## config.mk

```make
export PLATFORM = sky130hd
export DESIGN_NAME = systolic_seq_ctrl_flat
export DESIGN_NICKNAME = d
export VERILOG_FILES = /design/src/rtl/systolic_seq_ctrl_if.sv /design/src/rtl/systolic_seq_ctrl.sv /design/src/flat_wrapper.sv
export SDC_FILE = /design/constraint.sdc
export NUM_CORES = 1
export LEC_CHECK = 0
export ABC_AREA = 1
export BUFFER_PORTS_ARGS = -buffer_cell sky130_fd_sc_hd__buf_2
export CAP_MARGIN = 15
export CORE_MARGIN = 2
export CORE_UTILIZATION = 43
export CTS_CLUSTER_DIAMETER = 120
export DETAILED_ROUTE_END_ITERATION = 10
export PLACE_DENSITY_LB_ADDON = 0.12
export SLEW_MARGIN = 10
export SYNTH_ARGS = -nofsm -noshare
export SYNTH_HDL_FRONTEND = slang
export SYNTH_SLANG_ARGS = --single-unit
```

## constraint.sdc

```tcl
create_clock -name clk -period 1.5 [get_ports clk]
set_clock_uncertainty 0.1 [all_clocks]
set_input_delay 0.15 -clock clk [delete_from_list [all_inputs] [get_ports clk]]
set_output_delay 0.15 -clock clk [all_outputs]
set_load 0.02 [all_outputs]
```

## src/rtl/systolic_seq_ctrl_if.sv

```systemverilog
// Host-side stream handshake for the systolic sequencer: byte input stream
// and drained-accumulator result stream.
interface systolic_seq_ctrl_if #(
   parameter int DW = 8,
   parameter int AW = 16
) ();
   logic [DW-1:0] in_data;
   logic          in_valid;
   logic          in_ready;
   logic [AW-1:0] out_data;
   logic          out_valid;
   logic          out_ready;
   logic [1:0]    out_idx;

   modport master (output in_data, in_valid, out_ready,
                   input  in_ready, out_data, out_valid, out_idx);
   modport slave  (input  in_data, in_valid, out_ready,
                   output in_ready, out_data, out_valid, out_idx);
endinterface

```

## src/rtl/systolic_seq_ctrl.sv

```systemverilog
// Sequencer for a 4-PE systolic array: routes one host byte stream into weight,
// bias and data loads, skews accumulate enables, flushes, then drains results.
module systolic_seq_ctrl #(
   parameter int NUM_PE    = 4,
   parameter int DW        = 8,
   parameter int AW        = 16,
   parameter int CNT_W     = 8,
   parameter int FLUSH_LAT = 4
) (
   input  logic              clk,
   input  logic              rst_n,
   input  logic              start,
   input  logic              cfg_load_wb,
   input  logic [CNT_W-1:0]  cfg_num_samples,
   output logic              busy,
   output logic              done,
   systolic_seq_ctrl_if.slave hs,
   output logic [DW-1:0]     arr_data_in,
   output logic [DW-1:0]     arr_weight_in,
   output logic [DW-1:0]     arr_bias_in,
   output logic [NUM_PE-1:0] arr_pe_weight_en,
   output logic [NUM_PE-1:0] arr_pe_bias_en,
   output logic [NUM_PE-1:0] arr_pe_acc_en,
   output logic [1:0]        arr_drain_sel,
   input  logic [AW-1:0]     arr_final_acc_out
);
   localparam int               FL_W    = $clog2(FLUSH_LAT + 1);
   localparam logic [FL_W-1:0]  FL_LAST = FL_W'(FLUSH_LAT - 1);
   localparam logic [FL_W-1:0]  FL_ONE  = FL_W'(1);
   localparam logic [CNT_W-1:0] CNT_ONE = CNT_W'(1);
   localparam logic [1:0]       IDX_LAST = 2'(NUM_PE - 1);

   typedef enum logic [2:0] {
      S_IDLE, S_LOAD_W, S_LOAD_B, S_STREAM, S_FLUSH, S_DRAIN, S_DONE
   } state_t;

   state_t             r_state, w_nxt;
   logic [CNT_W-1:0]   r_num, r_cnt;
   logic [1:0]         r_idx;
   logic [FL_W-1:0]    r_fcnt;
   logic [NUM_PE-1:1]  r_vld_pipe;

   logic               w_acc, w_out_hs, w_idx_last, w_stream_acc, w_idx_adv;
   logic [CNT_W-1:0]   w_num_m1;
   logic [NUM_PE-1:0]  w_onehot;

   assign w_acc        = hs.in_valid & hs.in_ready;
   assign w_out_hs     = hs.out_valid & hs.out_ready;
   assign w_idx_last   = (r_idx == IDX_LAST);
   assign w_num_m1     = r_num - CNT_ONE;
   assign w_stream_acc = (r_state == S_STREAM) & w_acc;
   assign w_idx_adv    = (w_acc & (r_state != S_STREAM)) | w_out_hs;
   assign w_onehot     = NUM_PE'(1) << r_idx;

   always_comb begin
      w_nxt = r_state;
      case (r_state)
         S_IDLE:
            if (start)
               w_nxt = cfg_load_wb ? S_LOAD_W
                     : ((cfg_num_samples == '0) ? S_DRAIN : S_STREAM);
         S_LOAD_W: if (w_acc && w_idx_last) w_nxt = S_LOAD_B;
         S_LOAD_B: if (w_acc && w_idx_last) w_nxt = (r_num == '0) ? S_DRAIN : S_STREAM;
         S_STREAM: if (w_acc && (r_cnt == w_num_m1)) w_nxt = S_FLUSH;
         S_FLUSH:  if (r_fcnt == FL_LAST) w_nxt = S_DRAIN;
         S_DRAIN:  if (w_out_hs && w_idx_last) w_nxt = S_DONE;
         S_DONE:   w_nxt = S_IDLE;
         default:  w_nxt = S_IDLE;
      endcase
   end

   // Everything below is a pure function of state, so an async reset drops
   // every enable in the same instant the state register clears.
   assign busy             = (r_state != S_IDLE);
   assign done             = (r_state == S_DONE);
   assign hs.in_ready      = (r_state == S_LOAD_W) | (r_state == S_LOAD_B) | (r_state == S_STREAM);
   assign arr_weight_in    = (r_state == S_LOAD_W) ? hs.in_data : '0;
   assign arr_bias_in      = (r_state == S_LOAD_B) ? hs.in_data : '0;
   assign arr_pe_weight_en = ((r_state == S_LOAD_W) && w_acc) ? w_onehot : '0;
   assign arr_pe_bias_en   = ((r_state == S_LOAD_B) && w_acc) ? w_onehot : '0;
   assign arr_data_in      = w_stream_acc ? hs.in_data : '0;
   assign arr_pe_acc_en    = ((r_state == S_STREAM) || (r_state == S_FLUSH))
                             ? {r_vld_pipe, w_stream_acc} : '0;
   assign hs.out_valid     = (r_state == S_DRAIN);
   assign hs.out_idx       = hs.out_valid ? r_idx : '0;
   assign arr_drain_sel    = hs.out_valid ? r_idx : '0;
   assign hs.out_data      = hs.out_valid ? arr_final_acc_out : '0;

   always_ff @(posedge clk or negedge rst_n) begin
      if (!rst_n) begin
         r_state    <= S_IDLE;
         r_num      <= '0;
         r_cnt      <= '0;
         r_idx      <= '0;
         r_fcnt     <= '0;
         r_vld_pipe <= '0;
      end else begin
         r_state <= w_nxt;
         if ((r_state == S_IDLE) && start)
            r_num <= cfg_num_samples;

         if (w_nxt != r_state)  r_idx <= '0;
         else if (w_idx_adv)    r_idx <= r_idx + 2'd1;

         if (r_state != S_STREAM) r_cnt <= '0;
         else if (w_acc)          r_cnt <= r_cnt + CNT_ONE;

         if (r_state != S_FLUSH) r_fcnt <= '0;
         else                    r_fcnt <= r_fcnt + FL_ONE;

         // Shifts every STREAM/FLUSH cycle so input bubbles travel down the chain.
         if ((r_state == S_STREAM) || (r_state == S_FLUSH))
            r_vld_pipe <= {r_vld_pipe[NUM_PE-2:1], w_stream_acc};
         else
            r_vld_pipe <= '0;
      end
   end
endmodule

```

## src/flat_wrapper.sv

```systemverilog
// flat-port wrapper written by rule: the top's interface ports become plain ports
module systolic_seq_ctrl_flat 
#(
   parameter int NUM_PE    = 4,
   parameter int DW        = 8,
   parameter int AW        = 16,
   parameter int CNT_W     = 8,
   parameter int FLUSH_LAT = 4
)
  (clk, rst_n, start, cfg_load_wb, cfg_num_samples, busy, done, arr_data_in, arr_weight_in, arr_bias_in, arr_pe_weight_en, arr_pe_bias_en, arr_pe_acc_en, arr_drain_sel, arr_final_acc_out, hs_in_data, hs_in_valid, hs_out_ready, hs_in_ready, hs_out_data, hs_out_valid, hs_out_idx);
  systolic_seq_ctrl_if #(.DW(DW), .AW(AW)) hs_i ();
  input  logic clk;
  input  logic rst_n;
  input  logic start;
  input  logic cfg_load_wb;
  input  logic [CNT_W-1:0] cfg_num_samples;
  output logic busy;
  output logic done;
  output logic [DW-1:0] arr_data_in;
  output logic [DW-1:0] arr_weight_in;
  output logic [DW-1:0] arr_bias_in;
  output logic [NUM_PE-1:0] arr_pe_weight_en;
  output logic [NUM_PE-1:0] arr_pe_bias_en;
  output logic [NUM_PE-1:0] arr_pe_acc_en;
  output logic [1:0] arr_drain_sel;
  input  logic [AW-1:0] arr_final_acc_out;
  input wire logic [$bits(hs_i.in_data)-1:0] hs_in_data;
  input wire logic [$bits(hs_i.in_valid)-1:0] hs_in_valid;
  input wire logic [$bits(hs_i.out_ready)-1:0] hs_out_ready;
  output wire logic [$bits(hs_i.in_ready)-1:0] hs_in_ready;
  output wire logic [$bits(hs_i.out_data)-1:0] hs_out_data;
  output wire logic [$bits(hs_i.out_valid)-1:0] hs_out_valid;
  output wire logic [$bits(hs_i.out_idx)-1:0] hs_out_idx;
  assign hs_i.in_data = hs_in_data;
  assign hs_i.in_valid = hs_in_valid;
  assign hs_i.out_ready = hs_out_ready;
  assign hs_in_ready = hs_i.in_ready;
  assign hs_out_data = hs_i.out_data;
  assign hs_out_valid = hs_i.out_valid;
  assign hs_out_idx = hs_i.out_idx;
  systolic_seq_ctrl #(.NUM_PE(NUM_PE), .DW(DW), .AW(AW), .CNT_W(CNT_W), .FLUSH_LAT(FLUSH_LAT)) u_core (.clk(clk), .rst_n(rst_n), .start(start), .cfg_load_wb(cfg_load_wb), .cfg_num_samples(cfg_num_samples), .busy(busy), .done(done), .hs(hs_i), .arr_data_in(arr_data_in), .arr_weight_in(arr_weight_in), .arr_bias_in(arr_bias_in), .arr_pe_weight_en(arr_pe_weight_en), .arr_pe_bias_en(arr_pe_bias_en), .arr_pe_acc_en(arr_pe_acc_en), .arr_drain_sel(arr_drain_sel), .arr_final_acc_out(arr_final_acc_out));
endmodule
```

==> Word level (Yosys, flattened, before mapping) <==
Index checks and enable logic that the tools add are counted.
{ "word_totals": {"register_bits": 27, "inputBits": 38, "out_inout_bits": 60, "elab_cells": 67} }
{ "classes": {"n_addsub": 4, "eq_ne": 12, "shift": 1, "mux": 24, "bitwise_logic": 7, "reduce_logical": 13} }
{ "op_table": {"columns": ["cell", "n"], "rows": [
  ["8-bit 2-to-1 mux", 5],
  ["3-bit 2-to-1 mux", 11],
  ["3-bit case mux with 6 select lines", 1],
  ["8-bit zero test", 2],
  ["16-bit 2-to-1 mux", 1],
  ["4-bit 2-to-1 mux", 3],
  ["3-bit by 2-bit == test with 1-bit output, second input constant", 3],
  ["3-bit == test, second input constant", 3],
  ["8-bit by 1-bit adder with 8-bit output, second input constant", 1],
  ["8-bit == test", 1],
  ["8-bit by 1-bit subtractor with 8-bit output, second input constant", 1],
  ["1-bit logical AND", 6],
  ["2-bit 2-to-1 mux", 3],
  ["1-bit AND", 4],
  ["2-bit nonzero test", 2],
  ["1-bit by 2-bit left shift with 4-bit output, first input constant", 1],
  ["3-bit by 1-bit adder with 3-bit output, second input constant", 1],
  ["3-bit by 1-bit == test with 1-bit output, second input constant", 1],
  ["3-bit zero test", 1],
  ["3-bit by 2-bit != test with 1-bit output, second input constant", 1],
  ["3-bit != test", 1],
  ["3-bit != test, second input constant", 1],
  ["1-bit bitwise OR", 3],
  ["3-bit nonzero test", 1],
  ["3 further kinds", 3]
]} }

==> Depth between registers and ports, before layout <==
{ "logic_depth": {"word_depth": 9, "mapped_depth": 14, "mapped_depth_nobuf": 14} }

==> Worst setup path before layout <==
Ideal clock, no wire load.
{ "synth_timing": {"path_kind": "reg2out", "start": "reg u_core.r_state[2]", "end": "out hs_out_idx[0]", "arrival_ps": 1724, "required_time_ps": 1250, "path_slack_ps": -474, "path_stages_with_launch": 9, "path_buffers": 2, "cell_sequence": "dfrtp_1 -> inv_2 -> nor2_1 -> inv_2 -> nor2_8 -> inv_2 -> clkbuf_1 -> nor2_1 -> buf_4"} }
{ "synth_via": {"elab_chain_cells": 2} }
{ "synth_rtl": {"columns": ["item", "line_no", "rtl"], "rows": [
  ["start, declared", "systolic_seq_ctrl.sv:37", "state_t r_state, w_nxt;"],
  ["start signal, assigned", "systolic_seq_ctrl.sv:98", "r_state <= w_nxt;"],
  ["3-bit == test", "systolic_seq_ctrl.sv:84", "assign hs.out_valid = (r_state == S_DRAIN);"],
  ["named net hs_out_valid", "flat_wrapper.sv:32", "output wire logic [$bits(hs_i.out_valid)-1:0] hs_out_valid;"],
  ["2-bit 2-to-1 mux", null, null],
  ["end, declared", "flat_wrapper.sv:33", "output wire logic [$bits(hs_i.out_idx)-1:0] hs_out_idx;"]
]} }
The timed path passes the listed nets, and every way through them passes these cells.

==> Worst setup path in the final report <==
{ "layout_timing": {"start": "reg u_core.r_num[1]", "end": "reg u_core.r_idx[1]"} }
{ "layout_via": {"elab_chain_cells": 7, "word_cells_on_any_way": 11, "classes_between": "1 x add/sub; 2 x eq/ne; 5 x mux; 3 x reduce/logical"} }
{ "layout_rtl": {"columns": ["item", "line_no", "rtl"], "rows": [
  ["start, declared", "systolic_seq_ctrl.sv:38", "logic [CNT_W-1:0] r_num, r_cnt;"],
  ["start signal, assigned", "systolic_seq_ctrl.sv:100", "r_num <= cfg_num_samples;"],
  ["8-bit by 1-bit subtractor with 8-bit output", "systolic_seq_ctrl.sv:50", "assign w_num_m1 = r_num - CNT_ONE;"],
  ["8-bit == test", "systolic_seq_ctrl.sv:64", "S_STREAM: if (w_acc && (r_cnt == w_num_m1)) w_nxt = S_FLUSH;"],
  ["1-bit logical AND", "systolic_seq_ctrl.sv:64", null],
  ["3-bit 2-to-1 mux", "systolic_seq_ctrl.sv:64", null],
  ["3-bit case mux with 6 select lines (*)", "systolic_seq_ctrl.sv:57", "case (r_state)"],
  ["3-bit != test (*)", "systolic_seq_ctrl.sv:102", "if (w_nxt != r_state) r_idx <= '0;"],
  ["2-bit 2-to-1 mux / 2-bit nonzero test (equally long branches)", null, null],
  ["end signal, assigned", "systolic_seq_ctrl.sv:103", "else if (w_idx_adv) r_idx <= r_idx + 2'd1;"],
  ["end, declared", "systolic_seq_ctrl.sv:39", "logic [1:0] r_idx;"]
]} }
Mark *: on every way between the ends. The rest lies on a longest branch, timed or not.
A chain may end at the register's enable or synchronous reset.

==> summary.log <==
[pwr] Leak 0.00213 uW
[clock_network] H-tree lvl count 1
[finish] Antenna Cells 0
[sta] portion of the clock cycle consumed by the worst path in the final layout 159%
[sta] slew margin rel. 55.4%
[global_routing] Total GRT Usage 26.7%
[clock_network] insertion delay to the later sink of the worst-skew pair 0.28 ns
[synth] count of state elements after synthesis 27
[place] number of port buffers 97
[place] HPWL reported at the end of detailed placement 4540 um
[synth] net count of the mapped netlist 379
[global_routing] vias in the first global route 2573
[finish] fillcell total 210
[status] run status complete, but fails checks
[sta] final worst-path setup slack -0.892 ns
[routing] number of remaining DRC errors 0
[sta] worst-margin pin slew 0.669 ns
[clock_network] clock tree root driver cell sky130_fd_sc_hd__clkbuf_8
[finish] proportion of layout cells with a drive suffix above 1 55.8%
[setup_path] Critical Path Start Type flip-flop
[setup_path] data required time of the worst path 1.58 ns
[sta] worst hold slack 0.0173 ns
[clock_network] buffer depth of the longest clock path 2
[floorplan] Die ar. 5440 um^2
[global_routing] overflow left after global routing 0
[routing] routed wirelength normalized by instance count 19.3 um
[sta] Final Critical Period 2.39 ns
[place] GP Congestion 0.895
[clock_network] number of clock sinks 27
[routing] Routed Antenna Nets 0
[floorplan] vertical die dimension 73.8 um
[status] violated checks negative setup slack
[synth] share of cell area taken by muxes after synthesis 0%
[sta] pins over their slew limit 0
[synth] area of the mapped netlist 2090 um^2
[min_path] min-delay worst type in -> reg
[sta] sum of negative setup slack -26.19 ns
[synth] adder and majority cell fraction of the synthesized area 5.38%
[setup_path] Arrival @ worst endpoint 2.47 ns
[routing] total wirelength of the detailed-routed design 10900 um
[finish] Area growth, synth to finish 102%
[sta] setup repair after global routing missed its margin yes
[setup_path] WS Path Type reg -> reg
[synth] Yosys cell types 29
[synth] cells after synthesis 332
[routing] drt first pass iters 7
[floorplan] core area 4720 um^2
[global_routing] antenna violations before repair 1
[synth] simple logic cell fraction of the synthesized area 36.4%
[sta] number of setup violations in the final report 83
[routing] total number of vias 3017
[floorplan] I/O pin count 98
[finish] nets@finish 546
[run] number of maximum-capacitance constraint violations 0
[floorplan] initial core utilization 44.3%
[pwr] total power per unit cell area 1510 nW/um^2
[global_routing] pin count of the biggest net entering global routing 28
[global_routing] global-route wire length before repair 11300 um
[setup_path] endpoint kind of the worst setup timing path flip-flop
[place] placement-stage cell area 3080 um^2
[sta] Final Hold Viols 0
[floorplan] standard-cell rows 25
[synth] YS warnings 0
[clock_network] CTS tree done
[setup_path] maximum fanout along the worst path 4
[routing] via density per instance 5.34
[sta] Achievable Freq 418 MHz
[clock_network] CTS Buf Count 3
[finish] post-route cell area 4230 um^2
[synth] average cell area after synthesis 6.30 um^2
[clock_network] post-CTS clock slew at the launch and capture registers of the worst setup and hold paths 0.10 ns
[pwr] worst IR drop on VDD 0.000874 V
[finish] post-layout util 89.5%
[synth] combinational family with the most area after synthesis simple AND/OR/NAND/NOR gates
[routing] number of violations reported at the end of detailed-routing iteration 0 309
[synth] register area share after synthesis 32.3%
[floorplan] Chip Width 73.8 um
[synth] synthesized-area fraction occupied by ao, oa, aoi and oai cells 6.87%
[synth] area share of xor/xnor cells in the synthesized design 3.77%
[layer usage]
metal | GRT usage (%) | vias up | routed length (um)
li1 | - | 1321 | -
met1 | 30.1 | 1383 | 3440
met2 | 49.4 | 233 | 5680
met3 | 5.49 | 80 | 954
met4 | 8.89 | 0 | 821
met5 | 0 | - | 0
[registers in the layout, summed over array words and instances, names as in the netlist]
register / cells
u_core.r_cnt: 8
u_core.r_num: 8
u_core.r_state: 3
u_core.r_fcnt: 3
u_core.r_idx: 2
u_core.r_vld_pipe: 3
[stage by stage]
stage                     worst slack [ns]  total power (uW)  instances
after floorplan                     -0.143              2870        332
after global placement              -0.199              4080        534
after detailed placement            -0.236              4120        534
after CTS                           -0.309              5110        552
after global routing                -0.999              6720        565
final                               -0.892              6380        565
[kinds of logic (layout without fill, tap and decap cells)]
kind of cell	after synthesis	in the layout
XOR/XNOR	9	9
buffers and inverters	83	249
AO/OA/AOI/OAI	26	26
adder cells (fa/ha/maj)	9	9
AND/OR/NAND/NOR	178	178
flip-flops	27	27
[final timing paths]
kind                                                  start                     endpoint  slack (ns)  depth (start not counted)
min in group asynchronous                             rst_n  u_core.r_num[5]$_DFFE_PN0P_        0.32                          2
worst min register to register   u_core.r_fcnt[0]$_DFF_PN0_   u_core.r_fcnt[0]$_DFF_PN0_        0.34                          1
worst max register to register  u_core.r_num[1]$_DFFE_PN0P_  u_core.r_idx[1]$_DFFE_PN0P_       -0.89                         13
max in group asynchronous                             rst_n  u_core.r_num[2]$_DFFE_PN0P_        0.50                          2
worst max-delay path            u_core.r_num[1]$_DFFE_PN0P_  u_core.r_idx[1]$_DFFE_PN0P_       -0.89                         13
worst min-delay path                     cfg_num_samples[2]  u_core.r_num[2]$_DFFE_PN0P_        0.02                          3
[synthesized netlist by cell type (all sizes together)]
library cell,instances,area (um^2)
xor2,4,35.0
a22oi,1,7.51
a221oi,1,8.76
o2111ai,1,8.76
ha,9,113
dfrtp,27,676
buf,3,20.0
nand2,60,230
inv,78,293
or2,1,6.26
o21ai,18,93.8
a21oi,5,25.0
nor4,1,6.26
clkbuf,2,7.51
nand4,4,25.0
xnor2,5,43.8
nand3,11,55.1
nor2,93,383
nor3,8,56.3
[cells in the final DEF, fill, tap and decap left out, drive strengths merged]
cell type and instances:
a21oi 5, a221oi 1, a22oi 1, buf 163, clkbuf 5, dfrtp 27, dlygate4sd3 1, ha 9
inv 80, nand2 60, nand3 11, nand4 4, nor2 93, nor3 8, nor4 1, o2111ai 1
o21ai 18, or2 1, xnor2 5, xor2 4
[report_power, final]
group / switching, uW / leakage, uW / total [uW] / internal (uW)
Combinational: 2750 / 0.00175 / 4810 / 2060
Clock: 252 / 0.0000228 / 443 / 191
Sequential: 217 / 0.000354 / 1130 / 911
[repair_timing]
action	4_1_cts	5_1_grt
setup endpoints to repair	67	84
buffers inserted	12	13
endpoints found under the hold margin	27	0
resized for setup	127	143
hold buffers	1	0
pin swaps	10	29
cloned	1	3
[critical path, cell delays in order, from the launching register on]
cell and delay (ns):
sky130_fd_sc_hd__dfrtp_1 0.40, sky130_fd_sc_hd__inv_2 0.09, sky130_fd_sc_hd__ha_4 0.16, sky130_fd_sc_hd__inv_1 0.07, sky130_fd_sc_hd__nand2_1 0.09, sky130_fd_sc_hd__nand3_1 0.10, sky130_fd_sc_hd__nand2_1 0.09, sky130_fd_sc_hd__nand2_1 0.07
sky130_fd_sc_hd__nor2_1 0.39, sky130_fd_sc_hd__nand4_1 0.28, sky130_fd_sc_hd__nand2_1 0.16, sky130_fd_sc_hd__nand2_1 0.10, sky130_fd_sc_hd__nand3_2 0.11, sky130_fd_sc_hd__nor2_1 0.06
[cell type report]
| cell class | count | area [um^2] | area share (%) |
|---|---|---|---|
| well taps | 67 | 83.8 | 1.98 |
| clock buffers | 4 | 45.0 | 1.07 |
| repair inverters | 2 | 17.5 | 0.414 |
| multi-input cells | 222 | 1670 | 39.5 |
| flip-flops and latches | 27 | 679 | 16.1 |
| inverters | 78 | 320 | 7.58 |
| repair buffers | 165 | 1410 | 33.3 |
(Power assumes the default switching activity.)
